<file path="src/rtl/serial_add_ctrl.sv">
// -----------------------------------------------------------------------------
// serial_add_ctrl
//
// Bit-serial W-bit adder. A single 1-bit full-adder cell, built from two half
// adders with OR-combined carries, is stepped over the operands LSB first.
// One addition takes W cycles in RUN. It is followed by one DONE cycle, so
// back-to-back operation gives one result every W+1 cycles.
//
// Optional feature macro: SERIAL_ADD_CTRL_OVF_EN
//   defined   -> ovf is the registered signed-overflow flag of the last result
//   undefined -> ovf is tied to 0 and no overflow logic exists
//
// Ports
//   clk    in   1  clock, rising edge
//   rst_n  in   1  synchronous active-low reset
//   start  in   1  request one addition (accepted in IDLE or DONE)
//   a      in   W  operand A, sampled when start is accepted
//   b      in   W  operand B, sampled when start is accepted
//   sum    out  W  registered (A+B) mod 2^W
//   carry  out  1  registered carry-out of the W-bit addition
//   busy   out  1  high while the addition is in progress
//   done   out  1  one-cycle pulse: sum/carry/ovf are valid
//   ovf    out  1  signed overflow of the last result
// -----------------------------------------------------------------------------
module serial_add_ctrl #(
   parameter int W = 8
) (
   input  logic         clk,
   input  logic         rst_n,
   input  logic         start,
   input  logic [W-1:0] a,
   input  logic [W-1:0] b,
   output logic [W-1:0] sum,
   output logic         carry,
   output logic         busy,
   output logic         done,
   output logic         ovf
);

   localparam int CW = $clog2(W);

   typedef enum logic [1:0] {
      IDLE = 2'b00,
      RUN  = 2'b01,
      DONE = 2'b10
   } state_t;

   state_t          state_q, state_d;
   logic [CW-1:0]   cnt_q, cnt_d;
   logic [W-1:0]    opA_q, opA_d;
   logic [W-1:0]    opB_q, opB_d;
   logic [W-1:0]    sum_q, sum_d;
   logic            runCarry_q, runCarry_d;
   logic            carry_q, carry_d;

   logic            haSum1, haCarry1, cellSum, haCarry2, cellCarry;
   logic            lastBit, acceptStart;

   // The adder cell: first half adder combines the operand bits, the second
   // folds in the running carry; either half adder can generate the carry-out.
   assign haSum1    = opA_q[0] ^ opB_q[0];
   assign haCarry1  = opA_q[0] & opB_q[0];
   assign cellSum   = haSum1 ^ runCarry_q;
   assign haCarry2  = haSum1 & runCarry_q;
   assign cellCarry = haCarry1 | haCarry2;

   // The counter holds the index of the bit being added, so the W-th RUN edge
   // is the one where it reads W-1.
   assign lastBit     = (cnt_q == CW'(W - 1));
   assign acceptStart = start && ((state_q == IDLE) || (state_q == DONE));

   // Next-state logic. DONE lasts exactly one cycle; a start seen there chains
   // straight into the next run. The unused code falls back to IDLE.
   always_comb begin
      state_d = state_q;
      case (state_q)
         IDLE:    if (start) state_d = RUN;
         RUN:     if (lastBit) state_d = DONE;
         DONE:    state_d = start ? RUN : IDLE;
         default: state_d = IDLE;
      endcase
   end

   // Datapath next-state. Results are only touched by an accepted start
   // (operands/carry reload) or by RUN edges, so they hold in IDLE and DONE.
   // The sum bit enters at the MSB so that after W shifts bit 0 sits at bit 0.
   always_comb begin
      cnt_d      = cnt_q;
      opA_d      = opA_q;
      opB_d      = opB_q;
      sum_d      = sum_q;
      runCarry_d = runCarry_q;
      carry_d    = carry_q;
      if (acceptStart) begin
         opA_d      = a;
         opB_d      = b;
         cnt_d      = '0;
         runCarry_d = 1'b0;
      end else if (state_q == RUN) begin
         sum_d      = {cellSum, sum_q[W-1:1]};
         opA_d      = opA_q >> 1;
         opB_d      = opB_q >> 1;
         runCarry_d = cellCarry;
         cnt_d      = cnt_q + CW'(1);
         if (lastBit) carry_d = cellCarry;
      end
   end

   // State and datapath registers with synchronous reset that wins over start.
   always_ff @(posedge clk) begin
      if (!rst_n) begin
         state_q    <= IDLE;
         cnt_q      <= '0;
         opA_q      <= '0;
         opB_q      <= '0;
         sum_q      <= '0;
         runCarry_q <= 1'b0;
         carry_q    <= 1'b0;
      end else begin
         state_q    <= state_d;
         cnt_q      <= cnt_d;
         opA_q      <= opA_d;
         opB_q      <= opB_d;
         sum_q      <= sum_d;
         runCarry_q <= runCarry_d;
         carry_q    <= carry_d;
      end
   end

`ifdef SERIAL_ADD_CTRL_OVF_EN
   logic ovf_q, ovf_d;

   // On the MSB step the running carry is the carry into the MSB and the cell
   // carry is the carry out of it; they differ exactly on signed overflow.
   always_comb begin
      ovf_d = ovf_q;
      if ((state_q == RUN) && lastBit) ovf_d = runCarry_q ^ cellCarry;
   end

   // Overflow flag register, held between results like sum.
   always_ff @(posedge clk) begin
      if (!rst_n) ovf_q <= 1'b0;
      else        ovf_q <= ovf_d;
   end

   assign ovf = ovf_q;
`else
   assign ovf = 1'b0;
`endif

   assign sum   = sum_q;
   assign carry = carry_q;
   assign busy  = (state_q == RUN);
   assign done  = (state_q == DONE);

endmodule

</file>
<file path="config.mk">
export PLATFORM = sky130hd
export DESIGN_NAME = serial_add_ctrl
export DESIGN_NICKNAME = d
export VERILOG_FILES = /design/src/rtl/serial_add_ctrl.sv
export SDC_FILE = /design/constraint.sdc
export NUM_CORES = 1
export LEC_CHECK = 0
export ABC_AREA = 1
export ABC_CLOCK_PERIOD_IN_PS = 1140
export CAP_MARGIN = 20
export CORE_AREA = 4 4 52 66
export CTS_BUF_LIST = sky130_fd_sc_hd__clkbuf_2
export DETAILED_ROUTE_END_ITERATION = 16
export DIE_AREA = 0 0 56 70
export HOLD_SLACK_MARGIN = 0.06
export PLACE_DENSITY_LB_ADDON = 0.12
export SLEW_MARGIN = 10
export SYNTH_ARGS = -nofsm -noshare
export SYNTH_HDL_FRONTEND = slang
export SYNTH_SLANG_ARGS = --single-unit
</file>
<file path="constraint.sdc">
create_clock -name clk -period 1.14 [get_ports clk]
set_input_delay 0.171 -clock clk [delete_from_list [all_inputs] [get_ports clk]]
set_output_delay 0.171 -clock clk [all_outputs]
set_load 0.05 [all_outputs]
</file>
; ---- After elaboration in Yosys (flattened, before gate mapping)
; Cells that the tools add are included.
[word_totals]
regBits = 31
output_inout_bits = 12
elab_cells = 36
[op_classes]
addsub = 1
n_eq_ne = 5
muxes = 8
n_bitwise = 7
n_reduce_logical = 8
[op_table]
columns = cell, count
row1 = $mux W8, 4
row2 = $pmux W2 S3, 1
row3 = $mux W2, 2
row4 = $reduce_and A2 Y1, 2
row5 = $add A3 B1 Y3 const B, 1
row6 = $eq A3 B3 Y1 const B, 1
row7 = $reduce_and A3 Y1, 1
row8 = $and A1 B1 Y1, 2
row9 = $eq A2 B1 Y1 const B, 1
row10 = $eq A2 B2 Y1 const B, 1
row11 = $logic_not A2 Y1, 1
row12 = $ne A2 B1 Y1 const B, 1
row13 = $ne A2 B2 Y1 const B, 1
row14 = $not A1 Y1, 2
row15 = $reduce_bool A2 Y1, 1
row16 = $reduce_or A2 Y1, 1
row17 = $xor A1 B1 Y1, 2
row18 = $logic_and A1 B1 Y1, 1
row19 = $logic_or A1 B1 Y1, 1
row20 = $mux W1, 1
row21 = $or A1 B1 Y1, 1

; ---- Longest topological paths before layout
[depth]
word_depth = 5
mapped_depth = 8
mapped_depth_nobuf = 7

; ---- Worst setup path after synthesis
; OpenSTA, ideal clock, no wires.
[synth_timing]
kind = reg-to-output
start = reg state_q[0]
end = out done
arrival_time_ns = 1.029
required_time_ns = 0.969
path_slack_ns = -0.060
path_stages_with_launch = 2
path_buffers = 0
cell_sequence = dfxtp_1 > nor2_1
[synth_via]
elab_chain_cells = 1
[synth_lines]
columns = item, line_no
row1 = from (decl), 48  ; state_t state_q, state_d;
row2 = from (signal assigned), 120  ; state_q <= state_d;
row3 = $eq A2 B2 Y1, 154  ; assign done = (state_q == DONE);
row4 = to (decl), 36  ; output logic done,
; No other way between the ends.

; ---- Worst setup path in the final report
; Same ends and word-level chain as after synthesis.

==> flow_summary.yaml <==
cts:
  clk_pin_slew_ns: 0.16
  clockBufferDepth: 2
  htreeDepth: 2
  root_buffer: "clkbuf_2"
  clock-sinks: 31
  cts_tree: "yes"
  cts_made_buffers: 5
  clock_latency_ns: 0.37
synthesis:
  yosysUniqueCellTypes: 23
  synth_cells: 203
  ys_seq_elements: 31
  syn-num-nets: 225
  seq_area_frac_synth: 0.436
  syn_area_sq_um: 1420
  yosys_warnings: 0
  avgSynthCellArea_sq_um: 7.01
power_and_ir_drop:
  leakage_uw: 0.00105
  vdd_drop_max_mv: 0.885
  total_power_uw: 2570
  powerDensity_nw_per_um2: 1140
routing:
  num_vias: 1421
  vias_per_cell: 4.87
  ant_nets: 0
  wl_per_cell_microns: 13.0
  first_pass_iters: 4
  drt_first_iter_violations: 42
  drc: 0
  wirelength_microns: 3790
timing:
  slew_viol_final: 0
  hold_viol: 0
  fin_skew_ns: 0.00919
  setup_viol: 19
  layout_setup_ws_ns: -0.171
  min_period_ns: 1.31
  rsz0062_at_grt: "yes"
  fin_crit_sh: 1.15
  finalHoldWorstSlack_ns: 0.399
  fmax_mhz: 763
worst_hold_path:
  hp-class: "in2reg"
placement:
  gp_congestion: 0.810
  dp_hpwl_microns: 2420
  portBuffers: 29
die:
  initial_core_util: 0.497
  fp.dieArea_sq_um: 3920
  core_sq_um: 2860
  pin_count: 31
  num_rows: 22
  die-height_microns: 70
  dieWidth_microns: 56
worst_setup_path:
  r2r_start: "state_q[0]"
  start_kind: "flop"
  rr_endpoint: "opA_q[6]"
  reg2reg_depth: 8
  end_kind: "primary output"
  cp_max_fo: 3
  crit_arrival_ns: 1.14
  crit_end: "done"
  crit_required_ns: 0.97
  rrSetupSlack_ns: -0.15
  critPathLaunch: "state_q[0]"
  crit_type: "reg2out"
final_layout:
  n_antenna_cell: 0
  final_common_cell: "nor2_1"
  layout-drive-gt1-share: 0.363
  syn_to_final_growth_pct: 58.9
  nets: 277
  final_cell_mix: "nor2_1, nand2_1, inv_1, clkdlybuf4s50_1, buf_4"
global_route:
  grt_max_degree: 25
  grt_antenna_before_repair: 0
  first_global_vias: 1365
  track_usage: 0.188
  grt_overflow_total: 0
  grt_pass1_wl_microns: 5690
status:
  status: "finished, violations left"
  violations: "setup timing"
flow_run:
  cap_violations: 0
Yosys cell counts (all sizes together):
library cell | count | area [sq um]
nor2 | 46 | 178
nand2 | 40 | 158
inv | 34 | 128
dfxtp | 31 | 621
o21ai | 20 | 104
nand3 | 10 | 50.1
a21oi | 7 | 35.0
buf | 7 | 68.8
clkbuf | 2 | 17.5
ha | 2 | 25.0
conb | 1 | 3.75
fa | 1 | 20.0
o22ai | 1 | 6.26
xor2 | 1 | 8.76
registers in the layout (all words and copies together) (netlist names):
name and flops:
opA_q 8, opB_q 8, sum 8, cnt_q 3, state_q 2, carry 1
runCarry_q 1
cells by family (layout without fill, tap and decap cells):
kind of cell / count (synthesis) / after routing / share of synthesized area
xor+xnor: 1 / 1 / 0.00616
simple gates: 96 / 96 / 0.271
other cells: 1 / 1 / 0.00264
fa+ha+maj: 3 / 3 / 0.0317
compound gates: 28 / 28 / 0.102
flops: 31 / 31 / 0.436
buf+inv: 43 / 96 / 0.150
worst max-delay path: stages (launching register included):
cell and delay [ns]:
dfxtp_4 0.39, buf_6 0.12, nor2_4 0.12, buf_12 0.14
power by group:
part / switching (uW) / internal (uW)
logic: 416 / 390
clock network: 370 / 147
registers: 71.6 / 1180
metal layers:
| metal | wire length [microns] | track usage | up-vias |
|---|---|---|---|
| met1 | 1350 | 0.167 | 650 |
| met4 | 113 | 0.0950 | 0 |
| met3 | 161 | 0.0536 | 12 |
| li1 | - | - | 720 |
| met5 | 0 | 0 | - |
| met2 | 2160 | 0.369 | 39 |
metrics by stage:
| step | TNS (ns) | utilization | cells | worst slack, ns | cell area [sq um] |
|---|---|---|---|---|---|
| after CTS | -0.375 | 0.709 | 285 | -0.179 | 2030 |
| final | -2.00 | 0.790 | 292 | -0.171 | 2260 |
| after global placement | -2.81 | 0.674 | 275 | -0.175 | 1930 |
| after global routing | -3.08 | 0.790 | 292 | -0.216 | 2260 |
| after floorplan | 0 | - | 203 | 0.0613 | 1430 |
| after detailed placement | -3.59 | 0.674 | 275 | -0.232 | 1930 |
cell type report:
cell class | count | area, sq um
Multi-Input combinational cell | 129 | 739
Sequential cell | 31 | 649
Timing Repair Buffer | 54 | 649
Fill cell | 197 | 602
Inverter | 34 | 140
Tap cell | 36 | 45.0
Clock buffer | 6 | 30.0
Clock inverter | 2 | 7.51
worst min-delay path by stage:
stage             start  cells after the start  slack (ns)  endpoint
3_3_place_gp   cnt_q[1]                      2        0.45  cnt_q[1]
3_5_place_dp   opA_q[5]                      2        0.47  opA_q[4]
5_1_grt            a[7]                      3        0.37  opA_q[7]
2_1_floorplan      a[7]                      2        0.31  opA_q[7]
6_report           a[7]                      3        0.40  opA_q[7]
4_1_cts            a[7]                      3        0.37  opA_q[7]
timing repair:
item | in CTS | in global routing
hold buffers | 0 | 0
setup endpoints to repair | 17 | 32
gates cloned | 0 | 1
buffers inserted | 2 | 6
pin swaps | 1 | 14
resized for setup | 26 | 46
hold endpoints to repair | 0 | 0
Power figures use the tool's default switching activity.
==> variant: new RTL, same settings <==
Add an input register stage for `start`, cleared by the reset; this delays it by one clock. The other inputs are not delayed to match. Comments in the files are not updated.
--- a/src/rtl/serial_add_ctrl.sv
+++ b/src/rtl/serial_add_ctrl.sv
@@ -46,4 +46,14 @@
    } state_t;
 
+   logic start_q;
+
+   always_ff @(posedge clk) begin
+      if (!rst_n) begin
+         start_q <= '0;
+      end else begin
+         start_q <= start;
+      end
+   end
+
    state_t          state_q, state_d;
    logic [CW-1:0]   cnt_q, cnt_d;
@@ -68,5 +78,5 @@
    // is the one where it reads W-1.
    assign lastBit     = (cnt_q == CW'(W - 1));
-   assign acceptStart = start && ((state_q == IDLE) || (state_q == DONE));
+   assign acceptStart = start_q && ((state_q == IDLE) || (state_q == DONE));
 
    // Next-state logic. DONE lasts exactly one cycle; a start seen there chains
@@ -75,7 +85,7 @@
       state_d = state_q;
       case (state_q)
-         IDLE:    if (start) state_d = RUN;
+         IDLE:    if (start_q) state_d = RUN;
          RUN:     if (lastBit) state_d = DONE;
-         DONE:    state_d = start ? RUN : IDLE;
+         DONE:    state_d = start_q ? RUN : IDLE;
          default: state_d = IDLE;
       endcase
Behaviour: not the same (Yosys sat finds a counterexample within 4 cycles, from zero or initial values and one cycle with rst_n low).
==> variant against the original RTL <==
- the run still ends with setup timing left
- critical path depth is 1 higher
- worst setup slack worse by 0.025 ns
- design area up 3.7%
- clock power up 5.0%
- wire length increased by 7.9%
- synthesized area up 2.2%
- total power rose by 0.67%
- hold slack got worse by 0.073 ns
- register-to-register slack got worse by 0.03 ns
- sequential cell count grew 1
- die area unchanged
- core utilization is 2.9 points higher
==> variant: results (changes against the original RTL) <==
| Metric | Value |
|---|---|
| Met2 WL post-DR | `2260 um (+4.7%)` |
| Slack of the critical path | `-0.195 ns (-0.0246 ns)` |
| Failing checks | `setup timing` |
| Reg2Reg Setup Slack | `-0.18 ns (-0.03 ns)` |
| Reg-to-Reg Start | `state_q[1]$_SDFFE_PN0P_` |
| Final nets | `275 (-0.72%)` |
| Hold wc startpoint | `start` |
| Post-synthesis xor/xnor area fraction | `0.602% (-0.013 points)` |
| Adder-cell share of the synthesized area | `3.10% (-0.068 points)` |
| First-pass GRT wire length | `5590 um (-1.8%)` |
| Final setup viols | `31 (+12)` |
| Worst Path Arrival | `1.16 ns (+0.02 ns)` |
| VDD IR max | `1110 uV (+26%)` |
| Met3 wire length | `244 um (+52%)` |
| Clk_skew | `0.0224 ns (+0.0132 ns)` |
| M1 WL | `1460 um (+7.9%)` |
| Synth top area cells | `dfxtp_1 44%, nor2_1 12%, nand2_1 9.8%` |
| Status | `complete, but fails checks` |
| Synth Area in Compound Gates | `9.98% (-0.22 points)` |
| Pin count of the biggest net entering global routing | `26 (+4.0%)` |
| DR vias | `1481 (+4.2%)` |
| R2R Path End | `carry$_SDFFE_PN0P_` |
| Pint | `1.74 mW (+1.4%)` |
| Min-Delay Endpoint | `start_q$_SDFF_PN0_` |
| WHS | `0.327 ns (-0.0725 ns)` |
| Worst R2R Path Depth | `9 (+1)` |
| Routed WL per cell | `14.1 um (+8.7%)` |
| Total negative setup slack | `-1.90 ns (+0.0970 ns)` |
| Sequential element share of the synthesized area | `44.1% (+0.44 points)` |
## variant: changes by cell type in the layout (fill, tap and decap cells not counted), moves of 4 or more
cell,change
buf_4,-12
nor2_4,+5
nor2_1,-11
buf_8,+4
dfxtp_2,-4
nor2_2,+6
## variant: cells by family (layout without fill, tap and decap cells)
| group | count (synthesis) | count (layout) |
|---|---|---|
| buffers and inverters | 44 | 92 |
| AO/OA/AOI/OAI | 28 | 28 |
| AND/OR/NAND/NOR | 97 | 97 |
| flip-flops | 32 | 32 |
| adder cells (fa/ha/maj) | 3 | 3 |
| other | 1 | 1 |
| XOR/XNOR | 1 | 1 |
## variant: worst max-delay path, cell delays in order, from the launching register on
cell,delay (ns)
dfxtp_2,0.36
inv_2,0.06
buf_6,0.12
nor2_4,0.11
buf_12,0.14
## variant: cell type report
type | count | area, um^2
inverter | 35 | 148
sequential | 32 | 676
clock inverter | 1 | 3.75
multi-input combinational | 130 | 783
timing repair buffer | 49 | 653
clock buffer | 7 | 35.0
fill | 182 | 519
tap | 36 | 45.0
## variant: metal layers
layer	GRT usage [%]	up-vias
li1	-	721
met1	17.5	695
met2	33.4	49
met3	5.36	16
met4	6.60	0
met5	0	-
## variant: metrics by stage
stage	cells	util (%)	power, mW	worst slack [ns]	cell area, um^2
final	290	81.9	2.59	-0.195	2340
after detailed placement	273	66.7	1.85	-0.0696	1910
after global routing	290	81.9	2.72	-0.259	2340
after CTS	285	71.0	2.42	-0.164	2030
after floorplan	206	-	1.61	0.0769	1460
after global placement	273	66.7	1.83	-0.0213	1910
## variant: what timing repair did
action | CTS | global route
resized for setup | 27 | 80
pin swaps | 2 | 17
gates cloned | 0 | 1
setup endpoints to repair | 14 | 32
setup buffers | 4 | 4
